**src/rtl/mipi_capture_ctrl.sv**
```systemverilog
// mipi_capture_ctrl: sequences capture from the CSI-2 deserializer pixel stream.
// Waits for PHY lock, enables the deserializer, arms on a clean frame boundary
// and gates N whole frames (or runs until stop) through to the cap_* outputs.
// Frame/line/pixel counters and sticky timeout/lock-loss flags for software.
//
// Handshake note: the des_* and cap_* streams are plain qualifier buses with
// no back-pressure. A pixel is transferred on every cycle its dvo is high, and
// lvo/fvo frame it. cap_* is des_* delayed by two cycles, forced to 0 while
// gated off. start/stop are single-cycle request pulses: start is accepted
// only in IDLE, and stop is ignored in IDLE.
module mipi_capture_ctrl #(
  parameter int DATA_WIDTH = 10,
  parameter int WDOG_W     = 24
) (
  input  logic                  img_clk,
  input  logic                  reset,
  input  logic                  start,
  input  logic                  stop,
  input  logic [7:0]            num_frames,
  input  logic [WDOG_W-1:0]     timeout_cycles,
  input  logic                  locked,
  output logic                  des_enable,
  input  logic [DATA_WIDTH-1:0] des_dat,
  input  logic                  des_dvo,
  input  logic                  des_lvo,
  input  logic                  des_fvo,
  output logic [DATA_WIDTH-1:0] cap_dat,
  output logic                  cap_dvo,
  output logic                  cap_lvo,
  output logic                  cap_fvo,
  output logic                  busy,
  output logic                  done,
  output logic                  timeout_err,
  output logic                  lock_err,
  output logic [7:0]            frame_count,
  output logic [15:0]           lines_last,
  output logic [15:0]           pixels_last,
  output logic [2:0]            state_dbg
);

  typedef enum logic [2:0] {
    S_IDLE      = 3'd0,
    S_WAIT_LOCK = 3'd1,
    S_ARM       = 3'd2,
    S_CAPTURE   = 3'd3,
    S_DONE      = 3'd4
  } state_t;

  state_t state, state_nx;

  logic                  lock_meta, lock_s;
  logic [DATA_WIDTH-1:0] dat_q;
  logic                  dvo_q, lvo_q, fvo_q, lvo_qq, fvo_qq;
  logic                  rise_f, fall_f, rise_l, fall_l;
  logic                  armed, stop_pend;
  logic [WDOG_W-1:0]     wdog_cnt;
  logic                  wdog_exp;
  logic [15:0]           line_cnt, pix_cnt;
  logic                  pass, last_frame;
  logic                  run_clear, frame_done, set_tmo, set_lerr, set_spend;

  assign rise_f = fvo_q & ~fvo_qq;
  assign fall_f = ~fvo_q & fvo_qq;
  assign rise_l = lvo_q & ~lvo_qq;
  assign fall_l = ~lvo_q & lvo_qq;

  // The ARM cycle that sees the first clean frame start already belongs to the run.
  assign pass       = (state == S_CAPTURE) | ((state == S_ARM) & rise_f & armed);
  assign wdog_exp   = (timeout_cycles != '0) && (wdog_cnt >= timeout_cycles);
  assign last_frame = (num_frames != 8'd0) && ((frame_count + 8'd1) == num_frames);

  assign des_enable = (state == S_ARM) | (state == S_CAPTURE);
  assign busy       = (state != S_IDLE);
  assign done       = (state == S_DONE);
  assign state_dbg  = state;

  // Two-flop synchronizer for the asynchronous PHY lock.
  always_ff @(posedge img_clk or posedge reset) begin
    if (reset) begin
      lock_meta <= 1'b0;
      lock_s    <= 1'b0;
    end else begin
      lock_meta <= locked;
      lock_s    <= lock_meta;
    end
  end

  // Input pipeline: stage q feeds the output path, stage qq forms the edges.
  always_ff @(posedge img_clk or posedge reset) begin
    if (reset) begin
      dat_q  <= '0;
      dvo_q  <= 1'b0;
      lvo_q  <= 1'b0;
      fvo_q  <= 1'b0;
      lvo_qq <= 1'b0;
      fvo_qq <= 1'b0;
    end else begin
      dat_q  <= des_dat;
      dvo_q  <= des_dvo;
      lvo_q  <= des_lvo;
      fvo_q  <= des_fvo;
      lvo_qq <= lvo_q;
      fvo_qq <= fvo_q;
    end
  end

  // Gated output path; everything reads 0 while the run is not passing data.
  always_ff @(posedge img_clk or posedge reset) begin
    if (reset) begin
      cap_dat <= '0;
      cap_dvo <= 1'b0;
      cap_lvo <= 1'b0;
      cap_fvo <= 1'b0;
    end else if (pass) begin
      cap_dat <= dat_q;
      cap_dvo <= dvo_q;
      cap_lvo <= lvo_q;
      cap_fvo <= fvo_q;
    end else begin
      cap_dat <= '0;
      cap_dvo <= 1'b0;
      cap_lvo <= 1'b0;
      cap_fvo <= 1'b0;
    end
  end

  // FSM state register.
  always_ff @(posedge img_clk or posedge reset) begin
    if (reset) state <= S_IDLE;
    else       state <= state_nx;
  end

  // FSM next state and run events. A completing frame takes priority over
  // watchdog expiry, and it is still counted when lock drops on the same cycle.
  always_comb begin
    state_nx   = state;
    run_clear  = 1'b0;
    frame_done = 1'b0;
    set_tmo    = 1'b0;
    set_lerr   = 1'b0;
    set_spend  = 1'b0;
    case (state)
      S_IDLE: begin
        if (start) begin
          state_nx  = S_WAIT_LOCK;
          run_clear = 1'b1;
        end
      end
      S_WAIT_LOCK: begin
        if (stop) begin
          state_nx = S_DONE;
        end else if (wdog_exp) begin
          set_tmo  = 1'b1;
          state_nx = S_DONE;
        end else if (lock_s) begin
          state_nx = S_ARM;
        end
      end
      S_ARM: begin
        if (!lock_s) begin
          set_lerr = 1'b1;
          state_nx = S_DONE;
        end else if (stop) begin
          state_nx = S_DONE;
        end else if (wdog_exp) begin
          set_tmo  = 1'b1;
          state_nx = S_DONE;
        end else if (rise_f && armed) begin
          state_nx = S_CAPTURE;
        end
      end
      S_CAPTURE: begin
        if (stop) set_spend = 1'b1;
        if (fall_f) begin
          frame_done = 1'b1;
          if (!lock_s) begin
            set_lerr = 1'b1;
            state_nx = S_DONE;
          end else if (stop_pend || stop || last_frame) begin
            state_nx = S_DONE;
          end
        end else if (!lock_s) begin
          set_lerr = 1'b1;
          state_nx = S_DONE;
        end else if (wdog_exp) begin
          set_tmo  = 1'b1;
          state_nx = S_DONE;
        end
      end
      S_DONE: state_nx = S_IDLE;
      default: state_nx = S_IDLE;
    endcase
  end

  // Run bookkeeping: armed, pending stop, sticky errors and frame results.
  always_ff @(posedge img_clk or posedge reset) begin
    if (reset) begin
      armed       <= 1'b0;
      stop_pend   <= 1'b0;
      timeout_err <= 1'b0;
      lock_err    <= 1'b0;
      frame_count <= 8'd0;
      lines_last  <= 16'd0;
    end else begin
      if (state == S_WAIT_LOCK && state_nx == S_ARM) armed <= 1'b0;
      else if (state == S_ARM && !fvo_q)              armed <= 1'b1;

      if (run_clear)      stop_pend <= 1'b0;
      else if (set_spend) stop_pend <= 1'b1;

      if (run_clear)    timeout_err <= 1'b0;
      else if (set_tmo) timeout_err <= 1'b1;

      if (run_clear)     lock_err <= 1'b0;
      else if (set_lerr) lock_err <= 1'b1;

      if (run_clear) begin
        frame_count <= 8'd0;
      end else if (frame_done) begin
        frame_count <= frame_count + 8'd1;
        lines_last  <= line_cnt;
      end
    end
  end

  // Watchdog: restarts on every state change and on any frame-valid edge.
  always_ff @(posedge img_clk or posedge reset) begin
    if (reset) begin
      wdog_cnt <= '0;
    end else if ((state_nx != state) || rise_f || fall_f) begin
      wdog_cnt <= '0;
    end else if ((state == S_WAIT_LOCK || state == S_ARM || state == S_CAPTURE) &&
                 (wdog_cnt != '1)) begin
      wdog_cnt <= wdog_cnt + 1'b1;
    end
  end

  // Line and pixel counters, saturating, active only while the run passes data.
  always_ff @(posedge img_clk or posedge reset) begin
    if (reset) begin
      line_cnt    <= 16'd0;
      pix_cnt     <= 16'd0;
      pixels_last <= 16'd0;
    end else if (pass) begin
      if (rise_f)                          line_cnt <= rise_l ? 16'd1 : 16'd0;
      else if (rise_l && line_cnt != 16'hFFFF) line_cnt <= line_cnt + 16'd1;

      if (rise_l)                          pix_cnt <= dvo_q ? 16'd1 : 16'd0;
      else if (dvo_q && pix_cnt != 16'hFFFF)   pix_cnt <= pix_cnt + 16'd1;

      if (fall_l) pixels_last <= pix_cnt;
    end
  end

endmodule

```
**config.mk**
```make
export PLATFORM = sky130hd
export DESIGN_NAME = mipi_capture_ctrl
export DESIGN_NICKNAME = d
export VERILOG_FILES = /design/src/rtl/mipi_capture_ctrl.sv
export SDC_FILE = /design/constraint.sdc
export NUM_CORES = 1
export LEC_CHECK = 0
export CORE_ASPECT_RATIO = 0.5
export CORE_MARGIN = 1.5
export CORE_UTILIZATION = 45
export CTS_CLUSTER_SIZE = 28
export DETAILED_ROUTE_END_ITERATION = 6
export PLACE_DENSITY_LB_ADDON = 0.08
export SYNTH_ARGS = -nofsm -noshare
export SYNTH_HDL_FRONTEND = slang
export SYNTH_SLANG_ARGS = --single-unit
```
**constraint.sdc**
```tcl
create_clock -name img_clk -period 5.1 [get_ports img_clk]
set_clock_uncertainty 0.15 [all_clocks]
set_input_delay 1.02 -clock img_clk [delete_from_list [all_inputs] [get_ports img_clk]]
set_output_delay 1.02 -clock img_clk [all_outputs]
set_load 0.02 [all_outputs]
```
Word level (Yosys, flattened, before mapping)
Cells that the tools add are included.
{"block": "totals", "reg_bits": 133, "elab_cells": 133}
{"block": "op_classes", "n_addsub": 4, "n_eq_ne": 10, "bitwise_logic": 13, "reduce_logical": 32, "muxes": 50, "order_cmp": 1}
{"op": "2-to-1 mux 16 bit", "n": 4}
{"op": "2-to-1 mux 24 bit", "n": 2}
{"op": "2-to-1 mux 3 bit", "n": 13}
{"op": "adder 16 x 1 -> 16 bit, second input constant", "n": 2}
{"op": "!= test 16 bit, second input constant", "n": 2}
{"op": "2-to-1 mux 1 bit", "n": 26}
{"op": "adder 24 x 1 -> 24 bit, second input constant", "n": 1}
{"op": ">= comparator 24 bit", "n": 1}
{"op": "!= test 24 bit, second input constant", "n": 1}
{"op": "nonzero test 24 bit", "n": 1}
{"op": "2-to-1 mux 8 bit", "n": 2}
{"op": "nonzero test 2 bit", "n": 8}
{"op": "one-hot mux 3 bit (4 select lines)", "n": 1}
{"op": "2-to-1 mux 10 bit", "n": 1}
{"op": "equality test 3 x 2 -> 1 bit, second input constant", "n": 3}
{"op": "adder 8 x 1 -> 8 bit, second input constant", "n": 1}
{"op": "equality test 8 bit", "n": 1}
{"op": "logical AND 1 bit", "n": 8}
{"op": "AND reduction 2 bit", "n": 4}
{"op": "nonzero test 8 bit", "n": 1}
{"op": "AND 1 bit", "n": 6}
{"op": "logical OR 1 bit", "n": 6}
{"op": "inverter 1 bit", "n": 5}
{"op": "equality test 3 x 1 -> 1 bit, second input constant", "n": 1}
{"op": "8 further kinds", "n": 9}

Longest topological paths before layout
{"block": "logic_depth", "word_depth": 12, "mapped_depth": 12}

Worst setup path before layout
Ideal clock, no wire load.
{"block": "synth_timing", "kind": "in2reg", "start": "in timeout_cycles[5]", "end": "reg wdog_cnt[0]", "arrival_time_ns": 2.867, "stages": 11, "setup_time_ns": 0.127, "required_time_ns": 4.823, "setup_slack_ns": 1.957, "cell_sequence": "inv_1 -> ha_1 -> a21oi_1 -> a21boi_0 -> o21ai_1 -> a41oi_1 -> a31o_2 -> nand4b_1 -> nand3_1 -> buf_2 -> nor3_2"}
{"block": "synth_via", "elab_chain_len": 10, "elab_cells_between_ends": 17, "classes_between": "order compare (1); eq/ne (1); mux (10); reduce/logical (5)"}
{"element": "from (decl)", "line": "20", "text": "input logic [WDOG_W-1:0] timeout_cycles,"}
{"element": ">= comparator 24 bit or nonzero test 24 bit (tied branches)", "line": "69", "text": "assign wdog_exp = (timeout_cycles != '0) && (wdog_cnt >= timeout_cycles);"}
{"element": "logical AND 1 bit *", "line": "69"}
{"element": "2-to-1 mux 3 bit (on tied branches)", "line": "185, 165"}
{"element": "2-to-1 mux 3 bit (on tied branches)", "line": "182, 163"}
{"element": "2-to-1 mux 3 bit (on tied branches)", "line": "174, 160"}
{"element": "one-hot mux 3 bit (4 select lines) *", "line": "142", "text": "case (state)"}
{"element": "!= test 3 bit *", "line": "230", "text": "end else if ((state_nx != state) || rise_f || fall_f) begin"}
{"element": "logical OR 1 bit * (2 in a row)", "line": "230"}
{"element": "2-to-1 mux 24 bit or nonzero test 2 bit (tied branches)"}
{"element": "to (signal assigned)", "line": "234", "text": "wdog_cnt <= wdog_cnt + 1'b1;"}
{"element": "to (decl)", "line": "56", "text": "logic [WDOG_W-1:0] wdog_cnt;"}
Mark *: on every way between the ends. The rest lies on a longest branch, timed or not.
A chain may end at the register's enable or synchronous reset.

Worst setup path in the final report
{"block": "layout_timing", "start": "in timeout_cycles[5]", "end": "reg wdog_cnt[15]"}
Same word-level chain as after synthesis.

==> results.txt <==
* Outcome: finished, final reports clean
- TritonCTS built the clock tree.
- Number of search-and-repair iterations in the first detailed-routing pass: 4
* Count of final hold-check violations: 0
- In this run the worst path has a maximum fanout of 24.
- Worst Setup Start Kind: input pin
* Primary FF master, synth: dfrtp_1
- Max-cap violations: 0
- For this design the ratio of total power to cell area is 349.9 mW/mm^2.
- Resized Gates After CTS: 0
- During placement, the flow inserted port buffers numbering 110.
- The number of global-route vias before repair is 5202.
- Area overhead of the layout relative to synthesis: 26.99%
* Syn avg cell area: roughly 10 sq um
* Startpoint of the most critical setup path: timeout_cycles[5]
- First-iteration detailed-routing DRC count: between 200 and 300
* Path type of the worst min-delay path: flip-flop to flip-flop
- In the routed design, unresolved DRC markers number 0.
- The final layout contains between 800 and 900 nets.
- By area the synthesized netlist is led by dfrtp_1, ha_1, nand2_1.
* Share of async-settable or async-resettable flops after synthesis: between 90% and 100%
* Total negative slack: 0 ps
- Buffers from clock root to sink, at most: 2
* Initial antenna violation count: 0
- Core Area: between 0.01 and 0.015 sq mm
- Clock-pin slew was measured on the worst setup and hold paths at around 60 ps.
- Clock tree root buffer cell: clkbuf_16
* Routed WL: roughly 15000 um
- Gp weighted congestion: roughly 0.80
* Clock network latency to the later pin of the worst-skew pair: roughly 420 ps
- Synthesis inferred ~130 register bits.
- The completed layout was analyzed and its total power is slightly above 3 mW.
- Hold-fix buffer count after cts: 0
* Setup crit end kind: flip-flop
- Width of the die: roughly 180 um
- Synthesis produced 678 cells.
- After detailed routing, the number of vias per cell comes to between 5 and 6.
- Transition time at the pin with the least slew margin: 895.4 ps
- The wire-length estimate of the detail-placed layout is between 10000 and 15000 um.
- Congestion Overflow GR: 0
* Num rows: 31
- Setup repair after global routing left no endpoint under its margin.
* Netlist Area Pre-Place: just under 0.007 sq mm
- Pin count of the biggest net entering global routing: 95
- Max Slew Vio Count: 0
- Worst R2R Setup Slack: 2160 ps
- During synthesis, Yosys emitted a total of 0 warnings.
* Number of buffers created by CTS: 17
- The finished layout holds around 1000 standard cells, fillers aside.
* Leading cell type in the layout, fill and taps excluded: dfrtp_1
- Sequential element share of the synthesized area: 48.54%
* Kind of critical path: input pin to flip-flop
- Of the cells placed in the final design, the portion with a size suffix greater than 1 is 12.30%.
* Total leakage power: just under 4 nW
- Antenna Nets Post-Route: 0
- In the final routed layout, each cell accounts on average for ~15 um.
* Number of placed instances with taps included: approximately 970
- Arrival time reported for the critical path endpoint: about 3600 ps
* Synth unique cells: between 60 and 70
- Summed over its instances, the top area cell type makes up between 40% and 50% of the synthesized netlist area.
- Aggregate global-route resource usage: 20.57%
* Y dimension of the die: between 90 and 100 um
- Top cell type by total area after synthesis: dfrtp_1
- In this run the post-CTS setup repair buffer count came out at 0.
- Across the VDD grid, the largest voltage drop is about 0.21 mV.
- Subtracting the final worst setup slack from the clock period gives 3513 ps.
- Worst EP required: 5220 ps
- The floorplan step defined a die boundary enclosing around 0.016 sq mm.
- For this run, the top clock speed supported by timing is approximately 280 MHz.
- Worst rel slew slack: approximately 40%
* Clk sink count: 133
- Via count: 5200
- Starting Density: roughly 47%
- Number of synthesized flops with an enable pin: 0
- Pin placement for this block handled 111 I/O pins.
* Worst min-delay path startpoint: lock_meta
* Global-route wire length before repair: ~26000 um
* Crit Reg-Reg Startpoint: state_dbg[0]
- Setup violations, final: 0
* Number of H-tree levels: 4
- When the netlist entered floorplanning its net count stood at roughly 760.
* Number of antenna repair diodes: 0
- The top cell types in the final layout, fill and taps aside, are dfrtp_1, clkdlybuf4s50_1, nand2_1, nor2_1, nand3_1.
* Final critical-path share of the clock period: 68.88%
path summary, 6_finish.rpt:
| path | end | depth (start not counted) |
|---|---|---|
| min in group asynchronous | wdog_cnt[3] | 2 |
| setup reg to reg | pix_cnt[11] | 6 |
| max in group asynchronous | frame_count[5] | 3 |
| setup / recovery | wdog_cnt[15] | 11 |
| hold reg to reg | lock_s | 0 |
| hold / removal | lock_s | 0 |
routing by layer:
layer | GRT usage [%] | vias up | routed length [um] | share of wire (%)
li1 | - | 2589 | - | -
met1 | 28.56 | 2507 | 7478 | 49
met2 | 32.55 | 89 | 7141 | 46
met4 | 6.303 | 0 | 202 | 1.3
met3 | 4.125 | 15 | 581 | 3.8
met5 | 0 | - | 0 | 0
logic make-up after synthesis:
family	count (synthesis)	synth area share, %
adders and majority gates	28	5.110
xor gates and xnor gates	55	7.026
DFF	133	48.54
AOI/OAI and AO/OA	80	7.391
buffers and inverters	55	3.869
and+or+nand+nor	312	25.62
muxes	15	2.445
power by group:
part / switching, mW / internal, mW
clock: 0.507 / 0.733
sequential: 0.0895 / 1.12
combinational: 0.358 / 0.242
flip-flops by register name (all words and copies together), names as in the netlist, 3 cells and up:
signal       cells
state_dbg        3
cap_dat         10
pix_cnt         16
dat_q           10
frame_count      8
line_cnt        16
wdog_cnt        24
pixels_last     16
lines_last      16
per-stage QoR:
stage               instance area (sq um)  worst slack (ps)  util, %  hold WS (ps)
CTS                                  8707              1605    59.39         198.5
floorplan                            6857             375.6        -         181.2
global placement                     8114              1257    55.34         184.8
finish                               8707              1587    59.39         203.9
detailed placement                   8114              1166    55.34         185.6
global route                         8707              1384    59.39         210.0
worst max-delay path: stages:
cell             delay, ps
clkdlybuf4s50_1        480
inv_1                   50
ha_1                   300
a21oi_1                200
a21boi_0               200
o21ai_1                100
a41oi_1                230
a31o_2                 290
a211o_1                160
and4_4                 500
nor4_2                 100
area by class of cell:
type                       instances  area (sq um)
tap                              198         247.7
timing repair buffer             115          1139
sequential                       133          3328
clock inverter                    15         167.7
inverter                          35         136.4
fill                            1298          5954
multi-input combinational        490          3263
clock buffer                      17         425.4
cell usage after synthesis, types with 2 or more instances:
library cell,instances
buf_12,2
o21ai_0,26
nand2b_1,2
clkbuf_1,8
o211ai_1,2
and4_4,2
buf_2,6
xnor2_1,26
mux2_2,14
nor2_1,58
and3b_1,2
or3_1,9
nor4_1,13
nor3_2,20
and3_1,6
a31o_2,2
nor4_2,5
nand2b_4,2
and4_1,6
and2_1,18
dfrtp_1,133
nand3_1,36
a22oi_1,3
nor2_2,2
xor2_1,29
buf_6,2
a21oi_1,19
a211o_1,2
ha_1,28
nor3_1,17
o22ai_1,2
nand2_1,81
o21ai_1,2
o31ai_1,3
inv_1,34
nand4_1,15
a31oi_1,3
nor2b_1,4
a21o_1,5
or2_2,2
No activity file was read; power rests on OpenSTA's default activity.
